## config.mk

```make
export PLATFORM = sky130hd
export DESIGN_NAME = eob_monitor
export DESIGN_NICKNAME = d
export VERILOG_FILES = /design/src/rtl/eob_monitor.sv
export SDC_FILE = /design/constraint.sdc
export NUM_CORES = 1
export LEC_CHECK = 0
export ABC_AREA = 1
export CAP_MARGIN = 20
export CORE_AREA = 2 2 134 136
export DETAILED_ROUTE_END_ITERATION = 12
export DIE_AREA = 0 0 136 138
export HOLD_SLACK_MARGIN = 0.02
export MAX_ROUTING_LAYER = met4
export PLACE_DENSITY_LB_ADDON = 0.2
export SLEW_MARGIN = 20
export SYNTH_ARGS = -nofsm -noshare
export SYNTH_HDL_FRONTEND = slang
export SYNTH_SLANG_ARGS = --single-unit
```

## constraint.sdc

```tcl
create_clock -name clk_i -period 4.6 [get_ports clk_i]
set_input_delay 0.92 -clock clk_i [delete_from_list [all_inputs] [get_ports clk_i]]
set_output_delay 0.92 -clock clk_i [all_outputs]
set_load 0.01 [all_outputs]
```

## src/rtl/eob_monitor.sv

```systemverilog
// End-of-benchmark monitor: runs a cycle counter from the first SRAM request until an MMIO
// pass/fail write or a cycle-budget timeout, and counts SRAM reads that return nonzero taint.
module eob_monitor #(
    parameter int unsigned TimeoutCycles = 1000000,
    parameter logic [30:0] StopAddr      = 31'h0000_0000,
    parameter logic [30:0] FailBase      = 31'h0001_0000
) (
    input  logic        clk_i,
    input  logic        rst_i,
    input  logic [30:0] mmio_aw_addr_i,
    input  logic        mmio_aw_valid_i,
    input  logic        mem_req_i,
    input  logic        mem_we_i,
    input  logic [63:0] mem_rdata_t0_i,
    output logic        done_o,
    output logic        pass_o,
    output logic        timeout_o,
    output logic [15:0] exit_code_o,
    output logic [63:0] cycle_count_o,
    output logic [31:0] taint_reads_o
);

    localparam logic [1:0] StIdle = 2'd0;
    localparam logic [1:0] StRun  = 2'd1;
    localparam logic [1:0] StDone = 2'd2;

    localparam logic [63:0] TimeoutLast = 64'(TimeoutCycles) - 64'd1;

    logic [1:0]  state_q, state_d;
    logic        done_q, done_d;
    logic        pass_q, pass_d;
    logic        timeout_q, timeout_d;
    logic [15:0] exit_code_q, exit_code_d;
    logic [63:0] cycle_count_q, cycle_count_d;
    logic [31:0] taint_q, taint_d;
    logic        rd_pending_q;

    logic        hit_stop, hit_fail, mmio_event;
    logic [63:0] count_inc;

    assign hit_stop   = mmio_aw_valid_i && (mmio_aw_addr_i == StopAddr);
    assign hit_fail   = mmio_aw_valid_i && (mmio_aw_addr_i[30:16] == FailBase[30:16]);
    assign mmio_event = hit_stop || hit_fail;
    assign count_inc  = (cycle_count_q == '1) ? cycle_count_q : cycle_count_q + 64'd1;

    always_comb begin
        state_d       = state_q;
        done_d        = done_q;
        pass_d        = pass_q;
        timeout_d     = timeout_q;
        exit_code_d   = exit_code_q;
        cycle_count_d = cycle_count_q;
        taint_d       = taint_q;

        // A StopAddr hit wins over the fail window should the two ever overlap.
        if ((state_q != StDone) && mmio_event) begin
            state_d     = StDone;
            done_d      = 1'b1;
            pass_d      = hit_stop;
            timeout_d   = 1'b0;
            exit_code_d = hit_stop ? 16'h0000 : mmio_aw_addr_i[15:0];
        end else begin
            case (state_q)
                StIdle: begin
                    if (mem_req_i) begin
                        state_d       = StRun;
                        cycle_count_d = count_inc;
                    end
                end
                StRun: begin
                    if (cycle_count_q == TimeoutLast) begin
                        state_d     = StDone;
                        done_d      = 1'b1;
                        pass_d      = 1'b0;
                        timeout_d   = 1'b1;
                        exit_code_d = 16'hFFFF;
                    end else begin
                        cycle_count_d = count_inc;
                    end
                end
                StDone: ;
                default: state_d = StIdle;
            endcase
        end

        if ((state_q != StDone) && rd_pending_q && (|mem_rdata_t0_i) && (taint_q != '1)) begin
            taint_d = taint_q + 32'd1;
        end
    end

    always_ff @(posedge clk_i or posedge rst_i) begin
        if (rst_i) begin
            state_q       <= StIdle;
            done_q        <= 1'b0;
            pass_q        <= 1'b0;
            timeout_q     <= 1'b0;
            exit_code_q   <= 16'h0000;
            cycle_count_q <= 64'd0;
            taint_q       <= 32'd0;
            rd_pending_q  <= 1'b0;
        end else begin
            state_q       <= state_d;
            done_q        <= done_d;
            pass_q        <= pass_d;
            timeout_q     <= timeout_d;
            exit_code_q   <= exit_code_d;
            cycle_count_q <= cycle_count_d;
            taint_q       <= taint_d;
            rd_pending_q  <= mem_req_i & ~mem_we_i;
        end
    end

    assign done_o        = done_q;
    assign pass_o        = pass_q;
    assign timeout_o     = timeout_q;
    assign exit_code_o   = exit_code_q;
    assign cycle_count_o = cycle_count_q;
    assign taint_reads_o = taint_q;

endmodule

```

==> results of run 1 <==
[flip-flops by register name, summed over array words and instances (netlist names)]
name           flops
state_q            2
done_o             1
rd_pending_q       1
cycle_count_o     64
exit_code_o       16
pass_o             1
timeout_o          1
taint_reads_o     32
[cell families (layout without fill, tap and decap cells)]
group           after synthesis  after routing  synth area share, %
compound gates               64             64                 3.79
simple gates                926            926                 46.0
fa+ha+maj                     2              2                0.296
flops                       118            118                 34.9
buf+inv                     193            410                 9.51
xor+xnor                     53             53                 5.49
[cell type report]
type                       instances  area, sq um  area share, %
clock inverter                     8         95.1          0.839
multi-input combinational       1045         4720           41.7
sequential                       118         2950           26.0
tap                              229          287           2.53
timing repair buffer             219         2180           19.2
inverter                         159          599           5.29
clock buffer                      24          502           4.43
[power by group through the flow]
stage                     Sequential [mW]  Clock [mW]  Combinational [mW]
after floorplan                      1.18           0               0.446
after global placement               1.18           0               0.653
after detailed placement             1.18           0               0.661
after CTS                            1.16        1.37               0.663
after global routing                 1.17        1.42               0.736
final                                1.16        1.36               0.664
[how the worst min path moves through the flow]
stage / start / to / slack (ns) / cells after the start
after floorplan: done_o / done_o / 0.51 / 1
after global placement: done_o / done_o / 0.46 / 1
after detailed placement: done_o / done_o / 0.46 / 1
after CTS: done_o / done_o / 0.48 / 1
after global routing: done_o / done_o / 0.49 / 1
final: done_o / done_o / 0.48 / 1
[routing by layer]
metal | part of all wire, % | wire (microns) | up-vias
li1 | - | - | 4682
met5 | 0 | 0 | -
met1 | 46 | 12600 | 4204
met3 | 8.0 | 2210 | 46
met4 | 2.1 | 571 | 0
met2 | 44 | 12200 | 369
[synthesized netlist by cell type (2+ instances only)]
master,number,area (sq um)
sky130_fd_sc_hd__buf_4,2,15.0
sky130_fd_sc_hd__nand3_2,2,20.0
sky130_fd_sc_hd__ha_1,2,25.0
sky130_fd_sc_hd__buf_6,8,90.1
sky130_fd_sc_hd__inv_1,159,597
sky130_fd_sc_hd__nor3_1,16,80.1
sky130_fd_sc_hd__o21ai_1,15,75.1
sky130_fd_sc_hd__nand4_1,80,500
sky130_fd_sc_hd__xor2_1,42,368
sky130_fd_sc_hd__o21ai_0,48,240
sky130_fd_sc_hd__nor2_2,6,37.5
sky130_fd_sc_hd__xnor2_1,11,96.3
sky130_fd_sc_hd__nor2_1,250,938
sky130_fd_sc_hd__nand3b_1,9,67.6
sky130_fd_sc_hd__buf_1,4,15.0
sky130_fd_sc_hd__buf_2,10,50.1
sky130_fd_sc_hd__dfrtp_1,118,2950
sky130_fd_sc_hd__nand2_1,485,1820
sky130_fd_sc_hd__nand3_1,71,355
sky130_fd_sc_hd__clkbuf_1,10,37.5
[through the flow]
step                      instance area [sq um]  hold WS, ns  setup slack (ns)  utilization, %
after CTS                                 11300        0.479              1.48            64.6
after detailed placement                  10700        0.460              1.03            61.2
after global placement                    10700        0.459              1.11            61.2
after floorplan                            8460        0.512             0.551               -
after global routing                      11300        0.492              1.11            64.7
final                                     11300        0.476              1.48            64.7
==> results.txt, run 1 <==
----------------------------------------------------
[Status]
  Outcome ... completed

[Critical path]
  Sequence of cells on the critical path ... clkdlybuf4s50_1, nor2_1, nand2_1, inv_1, nand2_1, nor2_1, nand3_1, nand2_1, nand2_2, nand3_4, nand2_1, nand2_1
  Family with the most delay on the worst path ... simple AND/OR/NAND/NOR gates
  Worst reg2reg path startpoint ... cycle_count_o[0]
  Source of the critical timing path ... mmio_aw_addr_i[23]
  Largest stage delay on the critical path ... 0.61 ns
  Slowest cell on the critical path ... sky130_fd_sc_hd__nand3_4
  Crit path required time ... 4.91 ns
  Sum of buffers and inverters on the critical path ... 2
  Reg-to-reg setup timing slack ... 1.80 ns
  Worst R2R End ... exit_code_o[11]
  Most used cell, CP ... sky130_fd_sc_hd__nand2_1
  Worst Reg-to-Reg Cells ... 10
  Kind of critical path ... in -> reg
  Data arrival, critical path ... 3.43 ns
  Kind of end point of the critical path ... register
  Category of the worst setup path launch point ... input port
  Max FO, Critical Path ... 64
  Capturing instance or port of the critical path ... cycle_count_o[44]
  Cell depth of the worst setup path ... 12

[Timing]
  Worst clock skew on the final layout ... 0.0115 ns
  Shortest clock period the worst path allows after layout ... 3.12 ns
  Slew of the pin with the lowest slew margin ... 0.836 ns
  Final count of negative-setup-slack endpoints ... 0
  Number of slew-limit violations in the final report ... 0
  Final Hold Vio Count ... 0
  Worst slew margin relative to its limit ... 44.2%
  RSZ-0062 raised after global routing ... false
  Maximum clock frequency ... 0.321 GHz
  Total negative setup slack ... 0 ns
  Period utilization ... 67.8%

[Cells and area]
  Area growth from synthesis to final layout ... 34.0%
  Antenna fix cells ... 0
  Finished Layout Cells ... 1,802
  Net count, final ... 1,662
  Highest-count cells in the layout ignoring fill and taps ... sky130_fd_sc_hd__nand2_1, sky130_fd_sc_hd__nor2_1, sky130_fd_sc_hd__clkdlybuf4s50_1
  Share of cells above drive strength 1 ... 3.24%
  Most common cell after layout, fill and taps aside ... sky130_fd_sc_hd__nand2_1
  Fillers ... 1,655

[Pwr]
  Maximum vdd drop ... 0.304 mV
  Share of total power in the clock network ... 42.7%
  Switch Pwr ... 979 uW
  Pwr per Cell Area ... 281 mW/mm^2
  Total internal power ... 2.21 mW
  Leakage Power ... 4.73 nW
  Combinational share of power ... 20.9%
  Switching Fraction ... 30.7%
  Part of the power in registers ... 36.5%
  Overall power after layout ... 3.18 mW

[Global route]
  Number of antenna violations at the first check in global routing ... 0
  Maximum number of pins on one net before global-route repair ... 70
  Layer with the highest usage after global routing ... met2
  Met1 GRT Util ... 44.9%
  GRT Total Usage ... 31.3%
  Met2 track demand over resource in global routing ... 45.2%
  Vias in the first global route ... 8,597
  Remaining Overflow, GRT ... 0
  Met3 Track Usage GR ... 5.61%
  Wire length of the first global-routing pass ... 45.0 mm

[Placement]
  Last weighted congestion value of the routability-driven placer ... 0.968
  DP Cell Count ... 1,770
  Half-perimeter wire length after detailed placement ... 21.3 mm
  Number of port buffers ... 214

[Clock network]
  Clock tree from TritonCTS ... built
  Number of gates resized after cts ... 0
  Clock transition at the registers of the reported paths ... 0.06 ns
  H-tree level count ... 4
  Clock buffers created by TritonCTS ... 17
  Clk Tree Root Cell ... sky130_fd_sc_hd__clkbuf_16
  Buffer count from post-CTS setup fixing ... 0
  Number of sinks on the clock net ... 118
  Hold_buf cts ... 0
  Clock latency at the later pin of the worst-skew pair ... 0.43 ns
  Clock tree buffer depth ... 2

[Die]
  Full die area ... 0.0188 sq mm
  Area of the core region ... 0.0175 sq mm
  Count of pins on the block boundary ... 215
  Chip Height ... 138 microns
  Starting density of the core ... 48.3%
  Die width ... 136 microns
  Total number of placement rows ... 49

[Synth]
  Post-synth net total ... 1,458
  Flip-flop and latch count after synthesis ... 118
  Top_reg_cell synth ... sky130_fd_sc_hd__dfrtp_1
  Yosys cell types ... 28
  Mapped cell area ... 0.00846 sq mm
  Post-synthesis sequential area ratio ... 34.9%
  Number of warnings reported in the yosys synthesis log ... 0
  Count of mapped cells out of synthesis ... 1,356
  Synthesized area divided by synthesized cell count ... 6.24 sq um
  Number of flops mapped to enable cells by yosys ... 0
  Share of synthesized registers carrying an async set or reset ... 100%

[Routing]
  Initial DRT Pass Iterations ... 6
  Antenna violation net count after detailed routing ... 0
  Detailed Route Iter0 Violations ... 750
  Vias post-DR ... 9,301
  Routed Wire Length ... 27.6 mm
  DRC Markers ... 0
  Vias per std cell ... 5.16
  Wire per inst ... 15.3 microns

[Hold path]
  Class of the most critical hold timing path ... reg -> reg

[Job]
  Reported max-cap violation count ... 0

----------------------------------------------------
(Power assumes the default switching activity.)
==> run 2, diff against run 1 <==
==> constraint.sdc (replaced) <==
create_clock -name clk_i -period 3 [get_ports clk_i]
set_input_delay 0.6 -clock clk_i [delete_from_list [all_inputs] [get_ports clk_i]]
set_output_delay 0.6 -clock clk_i [all_outputs]
set_load 0.01 [all_outputs]
==> results.txt, run 2 (synthesis gave the netlist of run 1 again) <==
----------------------------------------------------
[Routing]
  Wire per inst ... 15.7 microns (+2.5%)
  Routed Wire Length ... 28.4 mm (+3.0%)
  Vias post-DR ... 9,675 (+4.0%)
  Antenna violation net count after detailed routing ... 0 (unchanged)
  Detailed Route Iter0 Violations ... 854 (+14%)
  DRC Markers ... 0 (unchanged)
  Vias per std cell ... 5.34 (+3.5%)
  Initial DRT Pass Iterations ... 7 (+1)

[Timing]
  Shortest clock period the worst path allows after layout ... 2.50 ns
  Hold Slack ... 0.488 ns (+0.0120 ns)
  Final count of negative-setup-slack endpoints ... 0 (unchanged)
  Maximum clock frequency ... 0.400 GHz
  Final worst setup slack ... 0.498 ns (-0.984 ns)
  Slew of the pin with the lowest slew margin ... 0.669 ns (-0.167 ns)
  Total negative setup slack ... 0 ns (unchanged)
  Number of slew-limit violations in the final report ... 0 (unchanged)
  Worst slew margin relative to its limit ... 55.3% (+11 points)
  Final Hold Vio Count ... 0 (unchanged)
  RSZ-0062 raised after global routing ... false
  Period utilization ... 83.4%
  Worst clock skew on the final layout ... 0.0126 ns (+0.00111 ns)

[Placement]
  Instance area after placement ... 0.0108 sq mm (+1.1%)
  Last weighted congestion value of the routability-driven placer ... 1.01 (+4.6%)
  Setup WS pre-CTS ... 0.439 ns (-0.595 ns)
  Half-perimeter wire length after detailed placement ... 21.8 mm (+2.5%)
  Number of port buffers ... 214 (unchanged)

[Global route]
  GRT Total Usage ... 31.5% (+0.20 points)
  Maximum number of pins on one net before global-route repair ... 66 (-5.7%)
  Remaining Overflow, GRT ... 0 (unchanged)
  Number of antenna violations at the first check in global routing ... 0 (unchanged)
  Vias in the first global route ... 8,780 (+2.1%)
  Wire length of the first global-routing pass ... 45.6 mm (+1.4%)

[Die]
  Chip Height ... 138 microns (unchanged)
  Full die area ... 0.0188 sq mm (unchanged)
  Area of the core region ... 0.0175 sq mm (unchanged)
  Starting density of the core ... 48.3% (unchanged)
  Total number of placement rows ... 49 (unchanged)
  Die width ... 136 microns (unchanged)
  Count of pins on the block boundary ... 215 (unchanged)

[Pwr]
  Maximum vdd drop ... 0.443 mV (+46%)
  Leakage Power ... 4.78 nW (+1.0%)
  Pwr per Cell Area ... 436 mW/mm^2 (+55%)

[Cells and area]
  Core occupancy in the finished layout ... 65.4% (+0.71 points)
  Highest-count cells in the layout ignoring fill and taps ... sky130_fd_sc_hd__nand2_1, sky130_fd_sc_hd__nor2_1, sky130_fd_sc_hd__clkdlybuf4s50_1
  Max reg flops ... 64 (unchanged)
  Net count, final ... 1,671 (+0.54%)
  Most common cell after layout, fill and taps aside ... sky130_fd_sc_hd__nand2_1
  Fillers ... 1,668 (+0.79%)
  Cell area after layout ... 0.0115 sq mm (+1.1%)
  Share of cells above drive strength 1 ... 3.79% (+0.55 points)
  Area growth from synthesis to final layout ... 35.5%
  Antenna fix cells ... 0 (unchanged)

[Critical path]
  Category of the worst setup path launch point ... register
  Reg-to-reg setup timing slack ... 0.50 ns (-1.30 ns)
  Max FO, Critical Path ... 24 (-63%)
  Crit path required time ... 3.36 ns (-1.55 ns)
  Data arrival, critical path ... 2.86 ns (-0.57 ns)
  Kind of end point of the critical path ... register
  Kind of critical path ... reg -> reg

[Clock network]
  H-tree level count ... 4 (unchanged)
  Clock latency at the later pin of the worst-skew pair ... 0.43 ns (about the same)
  Number of sinks on the clock net ... 118 (unchanged)
  Buffer count from post-CTS setup fixing ... 0 (unchanged)
  Number of gates resized after cts ... 0 (unchanged)
  Hold_buf cts ... 0 (unchanged)
  Clock tree buffer depth ... 2 (unchanged)
  Clock buffers created by TritonCTS ... 17 (unchanged)
  Clk Tree Root Cell ... sky130_fd_sc_hd__clkbuf_16
  Clock tree from TritonCTS ... built
  Clock transition at the registers of the reported paths ... 0.06 ns (about the same)

[Job]
  Reported max-cap violation count ... 0 (unchanged)

[Hold path]
  Class of the most critical hold timing path ... reg -> reg

[Status]
  Outcome ... completed

----------------------------------------------------
run 2: path summary, 6_finish.rpt:
kind	from	endpoint	cells past startpoint
setup / recovery	cycle_count_o[1]	cycle_count_o[48]	10
hold / removal	done_o	done_o	1
setup reg to reg	cycle_count_o[1]	cycle_count_o[48]	10
hold reg to reg	done_o	done_o	1
max in group asynchronous	rst_i	cycle_count_o[9]	3
min in group asynchronous	rst_i	cycle_count_o[45]	3
run 2: critical path, cell delays in order, from the launching register on:
cell and delay, ns:
sky130_fd_sc_hd__dfrtp_1 0.43, sky130_fd_sc_hd__ha_1 0.34, sky130_fd_sc_hd__nand3_2 0.18, sky130_fd_sc_hd__nor2_4 0.19, sky130_fd_sc_hd__nand3_1 0.10, sky130_fd_sc_hd__nor2_2 0.23
sky130_fd_sc_hd__nand4_4 0.22, sky130_fd_sc_hd__nand3_4 0.34, sky130_fd_sc_hd__buf_4 0.26, sky130_fd_sc_hd__nand2_1 0.06, sky130_fd_sc_hd__nand2_1 0.08
run 2: final cells by class:
type                    instances  area (sq um)  share of cell area, %
flip-flops and latches        118          2950                   25.8
clock buffers                  21           460                   4.02
well taps                     229           287                   2.50
inverters                     159           601                   5.24
repair buffers                228          2300                   20.0
clock inverters                11           150                   1.31
multi-input cells            1045          4710                   41.1
run 2: power breakdown:
part           internal (mW)  switching, mW
clock                   1.35          0.779
combinational          0.442          0.665
sequential              1.67         0.0990
total                   3.46           1.54
run 2: per-stage QoR:
step | total power [mW] | std cells
5_1_grt | 5.21 | 1811
4_1_cts | 5.01 | 1811
6_report | 5.00 | 1811
3_5_place_dp | 2.90 | 1779
3_3_place_gp | 2.86 | 1779
2_1_floorplan | 2.49 | 1356
run 2: layer usage:
layer	up-vias	global-route usage, %	part of all wire, %
met5	-	-	0
met4	0	9.05	2.1
met3	48	5.87	8.6
met2	482	45.9	44
met1	4450	44.9	45
li1	4695	-	-
